[src/rtl/dm_arbiter.sv]
// dm_arbiter: two-port round-robin arbiter in front of the single-port data memory.
// Each requester holds req with stable fields until its one-cycle ack. A
// transaction takes three cycles: IDLE (grant), ACCESS (memory cycle) and RESP (ack).
// Ports:
//   clk, rst_n                    clock, asynchronous active-low reset
//   req/we/addr/wdata{0,1}        requester transaction inputs
//   ack{0,1}, rdata{0,1}          completion pulse and held read data per requester
//   mem_addr, mem_din, mem_we     memory address, write data and write strobe
//   mem_dout                      memory read data (combinational read)
//   busy                          high while in ACCESS or RESP
//   gnt                           index of the port currently or last granted
module dm_arbiter #(
  parameter int unsigned ADDR_W = 10,
  parameter int unsigned DATA_W = 32
) (
  input  logic              clk,
  input  logic              rst_n,
  input  logic              req0,
  input  logic              we0,
  input  logic [ADDR_W-1:0] addr0,
  input  logic [DATA_W-1:0] wdata0,
  output logic              ack0,
  output logic [DATA_W-1:0] rdata0,
  input  logic              req1,
  input  logic              we1,
  input  logic [ADDR_W-1:0] addr1,
  input  logic [DATA_W-1:0] wdata1,
  output logic              ack1,
  output logic [DATA_W-1:0] rdata1,
  output logic [ADDR_W-1:0] mem_addr,
  output logic [DATA_W-1:0] mem_din,
  output logic              mem_we,
  input  logic [DATA_W-1:0] mem_dout,
  output logic              busy,
  output logic              gnt
);

  typedef enum logic [1:0] {
    IDLE   = 2'd0,
    ACCESS = 2'd1,
    RESP   = 2'd2
  } state_t;

  state_t              state_q;
  state_t              state_d;
  logic                sel_c;
  logic                we_q;
  logic                we_d;
  logic                gnt_d;
  logic                busy_d;
  logic                ack0_d;
  logic                ack1_d;
  logic [ADDR_W-1:0]   mem_addr_d;
  logic [DATA_W-1:0]   mem_din_d;
  logic [DATA_W-1:0]   rdata0_d;
  logic [DATA_W-1:0]   rdata1_d;

  // Winner: a lone requester, or on a tie the port that was not granted last.
  assign sel_c = (req0 && req1) ? ~gnt : req1;

  // State register.
  always_ff @(posedge clk or negedge rst_n) begin
    if (!rst_n) begin
      state_q <= IDLE;
    end else begin
      state_q <= state_d;
    end
  end

  // Next-state logic; requests only matter in IDLE.
  always_comb begin
    state_d = state_q;
    case (state_q)
      IDLE:    if (req0 || req1) state_d = ACCESS;
      ACCESS:  state_d = RESP;
      RESP:    state_d = IDLE;
      default: state_d = IDLE;
    endcase
  end

  // Next values of the registered outputs and the latched request.
  always_comb begin
    gnt_d      = gnt;
    we_d       = we_q;
    mem_addr_d = mem_addr;
    mem_din_d  = mem_din;
    rdata0_d   = rdata0;
    rdata1_d   = rdata1;
    ack0_d     = 1'b0;
    ack1_d     = 1'b0;
    busy_d     = (state_d != IDLE);
    case (state_q)
      IDLE: begin
        if (req0 || req1) begin
          gnt_d      = sel_c;
          we_d       = sel_c ? we1    : we0;
          mem_addr_d = sel_c ? addr1  : addr0;
          mem_din_d  = sel_c ? wdata1 : wdata0;
        end
      end
      ACCESS: begin
        // Memory read is combinational, so dout is valid at the closing edge.
        if (gnt) begin
          ack1_d = 1'b1;
          if (!we_q) rdata1_d = mem_dout;
        end else begin
          ack0_d = 1'b1;
          if (!we_q) rdata0_d = mem_dout;
        end
      end
      default: ;
    endcase
  end

  // Strobe decoded from state so an async reset during ACCESS kills the write.
  assign mem_we = (state_q == ACCESS) && we_q;

  // Output and datapath registers.
  always_ff @(posedge clk or negedge rst_n) begin
    if (!rst_n) begin
      gnt      <= 1'b1;
      we_q     <= 1'b0;
      mem_addr <= '0;
      mem_din  <= '0;
      rdata0   <= '0;
      rdata1   <= '0;
      ack0     <= 1'b0;
      ack1     <= 1'b0;
      busy     <= 1'b0;
    end else begin
      gnt      <= gnt_d;
      we_q     <= we_d;
      mem_addr <= mem_addr_d;
      mem_din  <= mem_din_d;
      rdata0   <= rdata0_d;
      rdata1   <= rdata1_d;
      ack0     <= ack0_d;
      ack1     <= ack1_d;
      busy     <= busy_d;
    end
  end

endmodule

[config.mk]
export PLATFORM = sky130hd
export DESIGN_NAME = dm_arbiter
export DESIGN_NICKNAME = d
export VERILOG_FILES = /design/src/rtl/dm_arbiter.sv
export SDC_FILE = /design/constraint.sdc
export NUM_CORES = 1
export LEC_CHECK = 0
export CORE_UTILIZATION = 46
export CTS_BUF_LIST = sky130_fd_sc_hd__clkbuf_8
export DETAILED_ROUTE_END_ITERATION = 7
export PLACE_DENSITY = 0.93
export SYNTH_ARGS = -nofsm -noshare
export SYNTH_HDL_FRONTEND = slang
export SYNTH_SLANG_ARGS = --single-unit
[constraint.sdc]
create_clock -name clk -period 3.5 [get_ports clk]
set_input_delay 0.35 -clock clk [delete_from_list [all_inputs] [get_ports clk]]
set_output_delay 0.35 -clock clk [all_outputs]
set_load 0.01 [all_outputs]
Word level (Yosys, flattened, before mapping)
Cells that the tools add are included.

cells by class
  muxes and demuxes = 10
  bitwise operators = 2
  reductions and logical operators = 8
  eq/ne operators = 1

operators with widths
  cell                number
  $mux 32             1
  $mux 10             1
  $mux 1              6
  $reduce_and 3->1    2
  $pmux 2 s2          1
  $eq 2x1->1 const B  1
  $logic_and 1x1->1   2
  $logic_not 2->1     1
  $mux 2              1
  $not 1->1           2
  $reduce_and 2->1    1
  $reduce_bool 2->1   1
  $logic_or 1x1->1    1

storage, ports and cells
  input port bits = 122
  register bits after elaboration = 113
  output and inout port bits = 111
  logic and storage cells = 31

Logic depth before layout (Yosys ltp)
  word-level depth = 4
  gate-level depth with buffers = 5

Worst setup path after synthesis
No wires, ideal clock.

  kind = register -> register
  start point = register gnt
  end point = register rdata1[23]
  clock period less this slack = 1.664 ns
  path slack = 1.836 ns
  stages on the path, launching flop included = 5
  path buffers = 1
  arrival = 1.539 ns
  required time = 3.375 ns
  cells stage by stage = dfstp_2 -> inv_1 -> nor3_2 -> buf_2 -> mux2_2

between the ends
  word-level cells in the longest chain between the ends = 1

RTL lines
  item                               line  RTL
  start: declaration                 35    output logic gnt
  start signal: assignment           131   gnt <= gnt_d;
  $reduce_and 3->1 (no source line)  n/a
  end signal: assignment             136   rdata1 <= rdata1_d;
  end: declaration                   29    output logic [DATA_W-1:0] rdata1,

Every way passes these cells.
A chain may end at the register's enable or synchronous reset.

Final worst setup path
  start point = register state_q[1]
  end point = output port mem_we

between the ends
  word-level cells in the longest chain between the ends = 2

RTL lines
  item                      line  RTL
  start: declaration        44    state_t state_q;
  start signal: assignment  66    state_q <= state_d;
  $eq 2x1->1                116   assign mem_we = (state_q == ACCESS) && we_q;
  $logic_and 1x1->1         116
  end: declaration          32    output logic mem_we,

Every way passes these cells.

==> out/metrics.csv <==
stage,metric,value,unit
outcome,run_status,finished clean,
drt,routed_wire_length_per_instance,17.56,um
floorplanning,io_pins,233,
cells_and_area,syn2layout_area_growth,57.72,%
drt,detail-route-antenna-nets,0,
setup_path,cp_cell_sequence,nand2b_1 > inv_1 > and2_1 > clkdlybuf4s50_1,
grt,maximum_number_of_pins_on_one_net_before_global_route_repair,96,
setup_path,worst_setup_path_start_kind,flop,
floorplanning,die-width,105.0,um
clock_network,clock_tree.htree_level_count,4,
clock_network,cts.clk_slew.worst_paths,0.08,ns
clock_network,tritoncts,done,
setup_path,cp_slowest_cell,sky130_fd_sc_hd__clkdlybuf4s50_1,
clock_network,clkLatencyLatePin,0.41,ns
cells_and_area,nFillCells,654,
place,gp_congestion,0.7443,
setup_path,arrival,1.93,ns
setup_path,worst_path_largest_cell_delay,0.56,ns
synth,ys_warn_count,0,
timing,max_slew.worst_pin.slew,1.140,ns
grt,vias_in_the_first_global_route,3818,
cells_and_area,layout-drive-gt1-share,0.3333,
timing,tns,0,ns
drt,route.detailed.vias_per_inst,4.921,
place,place_hpwl,8913,um
clock_network,cts.repair_timing.setup_buffer_count,0,
cells_and_area,finalCoreUtilization,0.7451,
synth,synth_edf_count,0,
clock_network,cts.repair.resized,0,
grt,grt_pass1_wl,19530,um
grt,grt_remaining_overflow,0,
power_and_ir_drop,p_per_area,860.2,nW/um^2
synth,ys_flop_type,sky130_fd_sc_hd__dfrtp_1,
setup_path,setup.worst_path.class,reg2out,
cells_and_area,diodes,0,
synth,async_reset_ff_frac,1.000,
floorplanning,num_rows,37,
timing,finalCritPeriodShare,0.6525,
clock_network,cts.root.buffer_cell,sky130_fd_sc_hd__clkbuf_8,
clock_network,numClockSinks,113,
cells_and_area,nNetsFinal,655,
synth,yosysTopAreaCell,sky130_fd_sc_hd__dfrtp_1,
floorplanning,fp.coreArea,10320,um^2
timing,hold_violations,0,
clock_network,cts_inserted_buffers,17,
synth,synthesis.area,4877,um^2
power_and_ir_drop,leakagePower,0.003269,uW
grt,antenna_found_initial,0,
synth,synth.distinct_cells,17,
clock_network,cts_hold_buf,0,
timing,setup_viol,0,
setup_path,critical_path.endpoint_type,primary output,
synth,syn_inst,291,
floorplanning,initial_core_util,0.4724,
floorplanning,die_y,105.0,um
setup_path,crit_fanout,5,
timing,post-route-min-period,2.284,ns
drt,routed_wl,11970,um
power_and_ir_drop,ir_worst_vdd,0.4788,mV
timing,fin_worst_skew,0.009381,ns
synth,leading_cell_types_by_count_after_synthesis,"sky130_fd_sc_hd__dfrtp_1, sky130_fd_sc_hd__mux2_2, sky130_fd_sc_hd__mux2_4",
min_path,timing.hold.worst.class,in2async,
synth,mappedNetlistNets,413,
synth,ys_ff_latch,113,
timing,grt_setup_unrepaired,no,
synth,synth.most_common_cell,sky130_fd_sc_hd__dfrtp_1,
drt,dr.first_iter.drc_count,111,
floorplanning,die_area,11020,um^2
clock_network,cts-root-to-sink-buffers,2,
timing,timing_max_transition_violations_final,0,
setup_path,r2r_slack,1.61,ns
drt,number_of_drc_violations_after_detailed_routing,0,
synth,syn-mean-instance-area,16.76,um^2
drt,detailroute.via_count,3356,
timing,max_transition_margin,0.2400,
synth,area_share_of_the_largest_cell_type_after_synthesis,0.5747,
timing,maxClockFrequency,437.9,MHz
setup_path,critical_path.n_buffers_inverters,2,
setup_path,worst_path_dominant_cell_family,buffers and inverters,
synth,synth.top_cells.by_area,"sky130_fd_sc_hd__dfrtp_1, sky130_fd_sc_hd__mux2_2, sky130_fd_sc_hd__mux2_4",
job,cap_viol_max_count,0,
synth,synth_sequential_area_ratio,0.5800,
place,io_buffer_count,232,
setup_path,worstPathRequired,3.15,ns
grt,groute.usage.overall,0.2318,
drt,drt_pass1_iterations,4,
==> sequential cells by signal, summed over array words and instances, names as in the netlist <==
signal / cells
we_q: 1
ack1: 1
ack0: 1
rdata0: 32
mem_addr: 10
gnt: 1
rdata1: 32
mem_din: 32
state_q: 2
busy: 1
==> routing by layer <==
layer / part of all wire / up-vias / GRT usage
li1: - / 1522 / -
met1: 0.37 / 1663 / 0.2499
met2: 0.55 / 141 / 0.4281
met3: 0.047 / 30 / 0.05427
met4: 0.031 / 0 / 0.1056
met5: 0 / - / 0
==> cells in the final DEF (no fill, tap or decap), types with 2 or more instances in the layout <==
cell type	synthesis	layout
sky130_fd_sc_hd__buf_12	0	2
sky130_fd_sc_hd__buf_4	5	5
sky130_fd_sc_hd__clkbuf_8	0	17
sky130_fd_sc_hd__clkdlybuf4s50_1	0	231
sky130_fd_sc_hd__clkinv_4	0	3
sky130_fd_sc_hd__clkinvlp_4	0	4
sky130_fd_sc_hd__dfrtp_1	112	112
sky130_fd_sc_hd__inv_1	2	2
sky130_fd_sc_hd__inv_6	0	5
sky130_fd_sc_hd__inv_8	0	2
sky130_fd_sc_hd__mux2_1	13	13
sky130_fd_sc_hd__mux2_2	98	98
sky130_fd_sc_hd__mux2_4	39	39
sky130_fd_sc_hd__nor2_1	3	3
sky130_fd_sc_hd__nor3_4	1	3
==> per-stage QoR <==
stage / setup slack (ns) / cells / hold WS [ns] / cell area [um^2] / power (uW)
2_1_floorplan: 1.836 / 291 / 0.05441 / 4877 / 3763
6_report: 1.216 / 682 / 0.1637 / 7692 / 6617
4_1_cts: 1.173 / 682 / 0.1786 / 7692 / 6692
3_3_place_gp: 1.314 / 650 / 0.4669 / 7331 / 5406
3_5_place_dp: 1.237 / 650 / 0.4746 / 7331 / 5555
5_1_grt: 1.080 / 682 / 0.2483 / 7692 / 6967
==> worst reg2reg max path, delay by kind of cell, from the launching register on <==
kind,cells,cell delay [ns]
muxes,2,0.68
buffers and inverters,1,0.29
DFF,1,0.62
AOI/OAI and AO/OA,1,0.18
==> final timing paths <==
kind | cells past startpoint | from | endpoint
max | 4 | state_q[1]$_DFF_PN0_ | mem_we
min | 1 | rst_n | rdata1[18]$_DFFE_PN0P_
max reg2reg | 4 | gnt$_DFFE_PN1P_ | mem_din[31]$_DFFE_PN0P_
min reg2reg | 1 | rdata1[4]$_DFFE_PN0P_ | rdata1[4]$_DFFE_PN0P_
max in group asynchronous | 2 | rst_n | mem_din[18]$_DFFE_PN0P_
min in group clk | 1 | rdata1[4]$_DFFE_PN0P_ | rdata1[4]$_DFFE_PN0P_
==> logic make-up (layout without fill, tap and decap cells) <==
kind of cell	Yosys count	count (layout)	synth area share
mux	151	151	0.3784
simple gates	9	9	0.01360
buf+inv	17	272	0.02591
compound gates	1	1	0.002052
flops	113	113	0.5800
==> layout make-up <==
cell class | count | area (um^2) | share of cell area
Timing Repair Buffer | 238 | 2390 | 0.3107
Inverter | 2 | 7.507 | 0.0009759
Clock buffer | 17 | 234.0 | 0.03042
Tap cell | 136 | 170.2 | 0.02212
Clock inverter | 15 | 127.6 | 0.01659
Multi-Input combinational cell | 161 | 1934 | 0.2515
Sequential cell | 113 | 2829 | 0.3678
==> power breakdown <==
part           internal [uW]  switching, uW  leakage [uW]
sequential              1980            377       0.00134
clock                    510            597      0.000174
combinational           2000           1150       0.00175
(Power assumes the default switching activity.)
